===== config.mk =====
export PLATFORM = sky130hd
export DESIGN_NAME = cache_writeback
export DESIGN_NICKNAME = d
export VERILOG_FILES = /design/src/rtl/lc3b_types.sv /design/src/rtl/cache_writeback_control.sv /design/src/rtl/cache_writeback.sv
export SDC_FILE = /design/constraint.sdc
export NUM_CORES = 1
export LEC_CHECK = 0
export CAP_MARGIN = 20
export CORE_UTILIZATION = 44
export CTS_CLUSTER_SIZE = 24
export DETAILED_ROUTE_END_ITERATION = 12
export PLACE_DENSITY = 0.83
export SYNTH_ARGS = -nofsm -noshare
export SYNTH_HDL_FRONTEND = slang
export SYNTH_HIERARCHICAL = 1
export SYNTH_SLANG_ARGS = --single-unit
export TNS_END_PERCENT = 30

===== constraint.sdc =====
create_clock -name clk -period 9.75 [get_ports clk]
set_input_delay 1.4625 -clock clk [delete_from_list [all_inputs] [get_ports clk]]
set_output_delay 1.4625 -clock clk [all_outputs]
set_load 0.1 [all_outputs]

===== src/rtl/lc3b_types.sv =====
// Shared LC-3b cache types plus the flush-engine state encoding and the
// writeback line-address helper.
package lc3b_types;

  typedef logic [15:0]  lc3b_word;
  typedef logic [127:0] lc3b_c_line;
  typedef logic [2:0]   lc3b_c_index;
  typedef logic [8:0]   lc3b_c_tag;
  typedef logic [3:0]   lc3b_c_offset;

  typedef enum logic [1:0] {
    WB_IDLE  = 2'd0,
    WB_SCAN  = 2'd1,
    WB_WRITE = 2'd2,
    WB_DONE  = 2'd3
  } lc3b_wb_state;

  // Physical line address: tag, set index, then a zero byte offset.
  function automatic lc3b_word line_address(input lc3b_c_tag tag, input lc3b_c_index index);
    return {tag, index, lc3b_c_offset'(0)};
  endfunction

endpackage


===== src/rtl/cache_writeback_control.sv =====
// Flush-walk sequencer: owns the state machine and the set counter, and
// exports decoded phase flags for the datapath in cache_writeback.
module cache_writeback_control
  import lc3b_types::*;
#(
  parameter int num_sets = 8
) (
  input  logic       clk,
  input  logic       reset,
  input  logic       flush_req,
  input  logic       valid_in,
  input  logic       dirty_in,
  input  logic       pmem_resp,
  output logic       busy,
  output logic       index_en,
  output logic       writing,
  output logic       done,
  output logic       load_line,
  output logic [2:0] idx
);

  localparam lc3b_c_index last_idx = lc3b_c_index'(num_sets - 1);

  lc3b_wb_state state_reg, state_next;
  lc3b_c_index  idx_reg, idx_next;

  always_ff @(posedge clk or posedge reset) begin
    if (reset) begin
      state_reg <= WB_IDLE;
      idx_reg   <= '0;
    end else begin
      state_reg <= state_next;
      idx_reg   <= idx_next;
    end
  end

  always_comb begin
    state_next = state_reg;
    idx_next   = idx_reg;
    load_line  = 1'b0;
    case (state_reg)
      WB_IDLE: begin
        if (flush_req) begin
          state_next = WB_SCAN;
          idx_next   = '0;
        end
      end
      WB_SCAN: begin
        if (valid_in && dirty_in) begin
          load_line  = 1'b1;
          state_next = WB_WRITE;
        end else if (idx_reg == last_idx) begin
          state_next = WB_DONE;
        end else begin
          idx_next = idx_reg + 3'd1;
        end
      end
      WB_WRITE: begin
        // The walk ends on the last set rather than wrapping the counter.
        if (pmem_resp) begin
          if (idx_reg == last_idx) begin
            state_next = WB_DONE;
          end else begin
            idx_next   = idx_reg + 3'd1;
            state_next = WB_SCAN;
          end
        end
      end
      WB_DONE: begin
        state_next = WB_IDLE;
      end
      default: begin
        state_next = WB_IDLE;
      end
    endcase
  end

  assign busy     = (state_reg != WB_IDLE);
  assign index_en = (state_reg == WB_SCAN) || (state_reg == WB_WRITE);
  assign writing  = (state_reg == WB_WRITE);
  assign done     = (state_reg == WB_DONE);
  assign idx      = idx_reg;

endmodule


===== src/rtl/cache_writeback.sv =====
// L1 flush engine: walks every set and writes each valid dirty line back to
// physical memory, clearing its dirty bit on the memory response.
module cache_writeback
  import lc3b_types::*;
#(
  parameter int width    = 128,
  parameter int num_sets = 8
) (
  input  logic             clk,
  input  logic             reset,
  input  logic             flush_req,
  output logic             wb_busy,
  output logic             flush_done,
  output logic [2:0]       array_index,
  input  logic             valid_in,
  input  logic             dirty_in,
  input  logic [8:0]       tag_in,
  input  logic [width-1:0] line_in,
  output logic             dirty_write,
  output logic             pmem_write,
  output logic [15:0]      pmem_address,
  output logic [width-1:0] pmem_wdata,
  input  logic             pmem_resp
);

  logic        busy;
  logic        index_en;
  logic        writing;
  logic        done;
  logic        load_line;
  logic [2:0]  idx;

  lc3b_word         address_reg;
  logic [width-1:0] data_reg;

  cache_writeback_control #(
    .num_sets (num_sets)
  ) u_control (
    .clk       (clk),
    .reset     (reset),
    .flush_req (flush_req),
    .valid_in  (valid_in),
    .dirty_in  (dirty_in),
    .pmem_resp (pmem_resp),
    .busy      (busy),
    .index_en  (index_en),
    .writing   (writing),
    .done      (done),
    .load_line (load_line),
    .idx       (idx)
  );

  // Captured in the SCAN cycle so the request stays stable while the arrays
  // are still being indexed by the same set.
  always_ff @(posedge clk or posedge reset) begin
    if (reset) begin
      address_reg <= '0;
      data_reg    <= '0;
    end else if (load_line) begin
      address_reg <= line_address(tag_in, idx);
      data_reg    <= line_in;
    end
  end

  assign wb_busy      = busy;
  assign flush_done   = done;
  assign array_index  = index_en ? idx : 3'd0;
  assign pmem_write   = writing;
  assign pmem_address = address_reg;
  assign pmem_wdata   = data_reg;
  assign dirty_write  = writing & pmem_resp;

endmodule

== Yosys cells after proc, flatten, opt, wreduce, memory -nomap -nowiden ==
Index checks and enable logic that the tools add are counted.
Storage, ports and cells
  input port bits: 143
  register bits: 145
  output and inout port bits: 151
  logic and storage cells: 35
Cells by class
  reduce and logical (&&, ||, !) cells: 7
  equal/unequal tests: 8
  add/sub/neg operators: 1
  bitwise operators: 1
  multiplexer cells: 14
Operator list (count)
  two-way mux 3 bit: 5
  two-way mux 2 bit: 5
  case mux 3 bit (3 select lines): 1
  case mux 2 bit (4 select lines): 1
  inequality test 2 bit, second input constant: 3
  equality test 2 bit, second input constant: 2
  AND reduction 4 bit: 1
  adder 3 x 1 -> 3 bit, second input constant: 1
  equality test 3 bit, second input constant: 1
  inequality test 3 x 1 -> 1 bit, second input constant: 1
  AND reduction 3 bit: 1
  nonzero test 3 bit: 1
  equality test 2 x 1 -> 1 bit, second input constant: 1
  logical NOT 2 bit: 1
  two-way mux 1 bit: 2
  nonzero test 2 bit: 1
  bitwise AND 1 bit: 1
  logical AND 1 bit: 1
  logical OR 1 bit: 1

== Longest topological paths before layout ==
  word-level depth: 4
  depth in mapped cells: 8

== By module ==
The synthesis kept the hierarchy.
By module, submodules not included
  cache_writeback: area each 5676.7 um2, sequential area each 3503.4 um2, times used 1, cells an instance 306
  cache_writeback_control: area each 421.7 um2, sequential area each 125.1 um2, times used 1, cells an instance 39

== Worst setup path after synthesis ==
Ideal clock, no wire load.
  path type: reg-to-output
  start: register u_control.state_reg[0]
  end: output port dirty_write
  data arrival time: 2.233 ns
  path slack: 6.055 ns
  stages on the path, launching flop included: 4
  cells stage by stage: dfrtp_1 inv_1 ha_1 and2_1
Between the ends
  longest elaborated chain between the ends: 2
Ends and longest elaborated chain
  start, declared: line cache_writeback_control.sv:24  | lc3b_wb_state state_reg, state_next;
  start signal, assigned: line cache_writeback_control.sv:32  | state_reg <= state_next;
  equality test 2 bit: line cache_writeback_control.sv:80  | assign writing = (state_reg == WB_WRITE);
  named net pmem_write: line cache_writeback.sv:20  | output logic pmem_write,
  bitwise AND 1 bit: line cache_writeback.sv:71  | assign dirty_write = writing & pmem_resp;
  end, declared: line cache_writeback.sv:19  | output logic dirty_write,
The timed path passes the listed nets, and every way through them passes these cells.

== Final worst setup path ==
  start: input port pmem_resp
  end: output port dirty_write
Between the ends
  longest elaborated chain between the ends: 1
Ends and longest elaborated chain
  start, declared: line cache_writeback.sv:23  | input logic pmem_resp
  bitwise AND 1 bit: line cache_writeback.sv:71
Every way passes these cells.

==> impl_metrics.tcl <==
set metrics [dict create \
    pin_count 294 \
    drive_gt1_frac 0.2769 \
    htree_levels 4 \
    path_clk_slew_ns 0.06 \
    clock_latency_ns 0.41 \
    grt_use_total 0.2168 \
    ys.flop_type "dfrtp_1" \
    ys_warn_count 6 \
    drv_cap 0 \
    hold_path_class "register to register" \
    yosys-top-cells-area "dfrtp_1 (59%), mux2_4 (25%), mux2_2 (7.4%), buf_6 (2.0%), ha_1 (1.4%)" \
    synthArstFlopShare 1.000 \
    outcome "completed" \
    max_freq_mhz 214.2 \
    route.detailed.drc 0 \
    grt_pass1_wl_um 23600 \
    n_antenna_cell 0 \
    setup_tns_ns 0 \
    rsz0062_at_grt "false" \
    vias 3968 \
    cts-root-buf "clkbuf_16" \
    nets 788 \
    first_global_vias 4360 \
    clock_path_buffers 2 \
    viasPerCell 4.804 \
    use_met1 0.2457 \
    syn_area_per_cell_um2 17.68 \
    grt_max_degree 75 \
    synthDistinctLibCells 25 \
    ant_nets 0 \
    cp-start-kind "input port" \
    numCtsBuffers 17 \
    drv_slew 0 \
    yosysTopAreaCellShare 0.5950 \
    largest_register_ffs 128 \
    port-buffer-count 289 \
    arrival_ns 3.21 \
    synth_top_cell_by_area "dfrtp_1" \
    syn_inst 345 \
    die_w_um 119.7 \
    cp-end-kind "output pin" \
    yosysSeqAreaShare 0.5950 \
    critPathKind "input port to output pin" \
    dpl.hpwl_um 10790 \
    die-height_um 119.7 \
    routed_wl_um 15150 \
    grtUsageMet2 0.3761 \
    fp.dieArea_um2 14340 \
    synth_edf_count 0 \
    ctsHoldBuffers 0 \
    required_ns 8.29 \
    cts.sinks 145 \
    post_cts_buffers 0 \
    grt_use_met3 0.06702 \
    drt_iter0_drc 174 \
    placementRows 42 \
    fin_crit_sh 0.4788 \
    wl_per_cell_um 18.34 \
    drt_first_pass_iters 4 \
    start_util 0.4551 \
    ys_seq_elements 145 \
    place_congestion 0.7532 \
    syn-cell-area_um2 6098 \
    cts_tree "done" \
    worstMarginPinSlew_ns 1.093 \
    top_usage_layer "met2" \
    relSlewSlack 0.2710 \
    core_area_um2 13400 \
    hold_violations 0 \
    cts.repair.resized 0 \
    path_max_fanout 2 \
    finalSetupViolCount 0 \
    antenna_found_initial 0 \
    min_period_ns 4.668 \
    area_delta_synth_final_pct 59.01 \
    clock_skew_ns 0.006795 \
    grt_overflow 0 \
]
-- area by class of cell --
class | count | area (µm²)
Clock buffer | 23 | 488.0
Clock inverter | 8 | 150.1
Fill cell | 860 | 3704
Inverter | 8 | 40.04
Multi-Input combinational cell | 175 | 2262
Sequential cell | 145 | 3628
Tap cell | 176 | 220.2
Timing Repair Buffer | 291 | 2908
-- worst paths after layout --
kind | startpoint | end | slack (ns) | depth (start not counted)
worst min register to register | pmem_wdata[1] | pmem_wdata[1] | 0.51 | 1
min in group asynchronous | reset | u_control/idx[2] | 1.42 | 2
max in group asynchronous | reset | pmem_wdata[122] | 6.82 | 3
worst max register to register | u_control/state_reg[1] | pmem_wdata[51] | 6.53 | 6
worst min-delay path | pmem_wdata[1] | pmem_wdata[1] | 0.51 | 1
worst max-delay path | pmem_resp | dirty_write | 5.08 | 3
-- per-stage QoR --
stage                     hold slack, ns  area (µm²)  setup slack (ns)  cells  utilization
after floorplan                   0.5229        6110             4.535    348            -
after global placement            0.4893        9059             5.094    795       0.6760
after detailed placement          0.4928        9059             5.090    795       0.6760
after CTS                         0.5074        9697             5.079    826       0.7236
after global routing              0.5138        9697             5.053    826       0.7236
final                             0.5065        9697             5.082    826       0.7236
-- cells by family (layout without fill, tap and decap cells) --
kind of cell / count (synthesis) / in the layout / share of synthesized area
compound gates: 7 / 7 / 0.01149
buf+inv: 28 / 330 / 0.03590
fa+ha+maj: 7 / 7 / 0.01436
simple gates: 14 / 14 / 0.01682
flops: 145 / 145 / 0.5950
mux: 143 / 143 / 0.3258
other cells: 1 / 4 / 0.0006149
-- layer usage --
layer  part of all wire  vias up
li1                   -     1788
met1               0.39     1959
met2               0.52      192
met3              0.070       29
met4              0.027        0
met5                  0        -
-- cells in the mapped netlist (2+ instances only) --
library cell  instances
dfrtp_1             145
mux2_4              101
mux2_2               40
buf_6                11
inv_1                 8
ha_1                  7
and2_1                4
buf_2                 4
buf_4                 4
mux2i_1               2
nand2_1               2
nand3_1               2
nor2b_1               2
or2b_4                2
-- layout by cell type (no fill, tap or decap) --
cell type,n
clkdlybuf4s50_1,289
dfrtp_1,145
mux2_4,101
mux2_2,40
clkbuf_16,17
ha_1,7
inv_1,6
and2_1,4
conb_1,4
bufinv_16,4
clkbuf_8,4
inv_6,3
clkbuf_1,2
buf_4,2
or2b_4,2
nor2b_1,2
nand3_1,2
nand2_1,2
mux2i_1,2
clkinvlp_4,1
clkinv_2,1
clkinv_4,1
a21bo_2,1
o211a_1,1
nor2_1,1
a41oi_2,1
o22a_1,1
a21oi_2,1
nand4_4,1
o2111ai_1,1
o211ai_1,1
-- critical path, cell delays in order --
cell and delay, ns:
clkdlybuf4s50_1 0.47, and2_1 0.13, clkdlybuf4s50_1 1.14
Power is not shown: default switching activity piles up to over one toggle a cycle in this logic, so the estimate is an artifact.
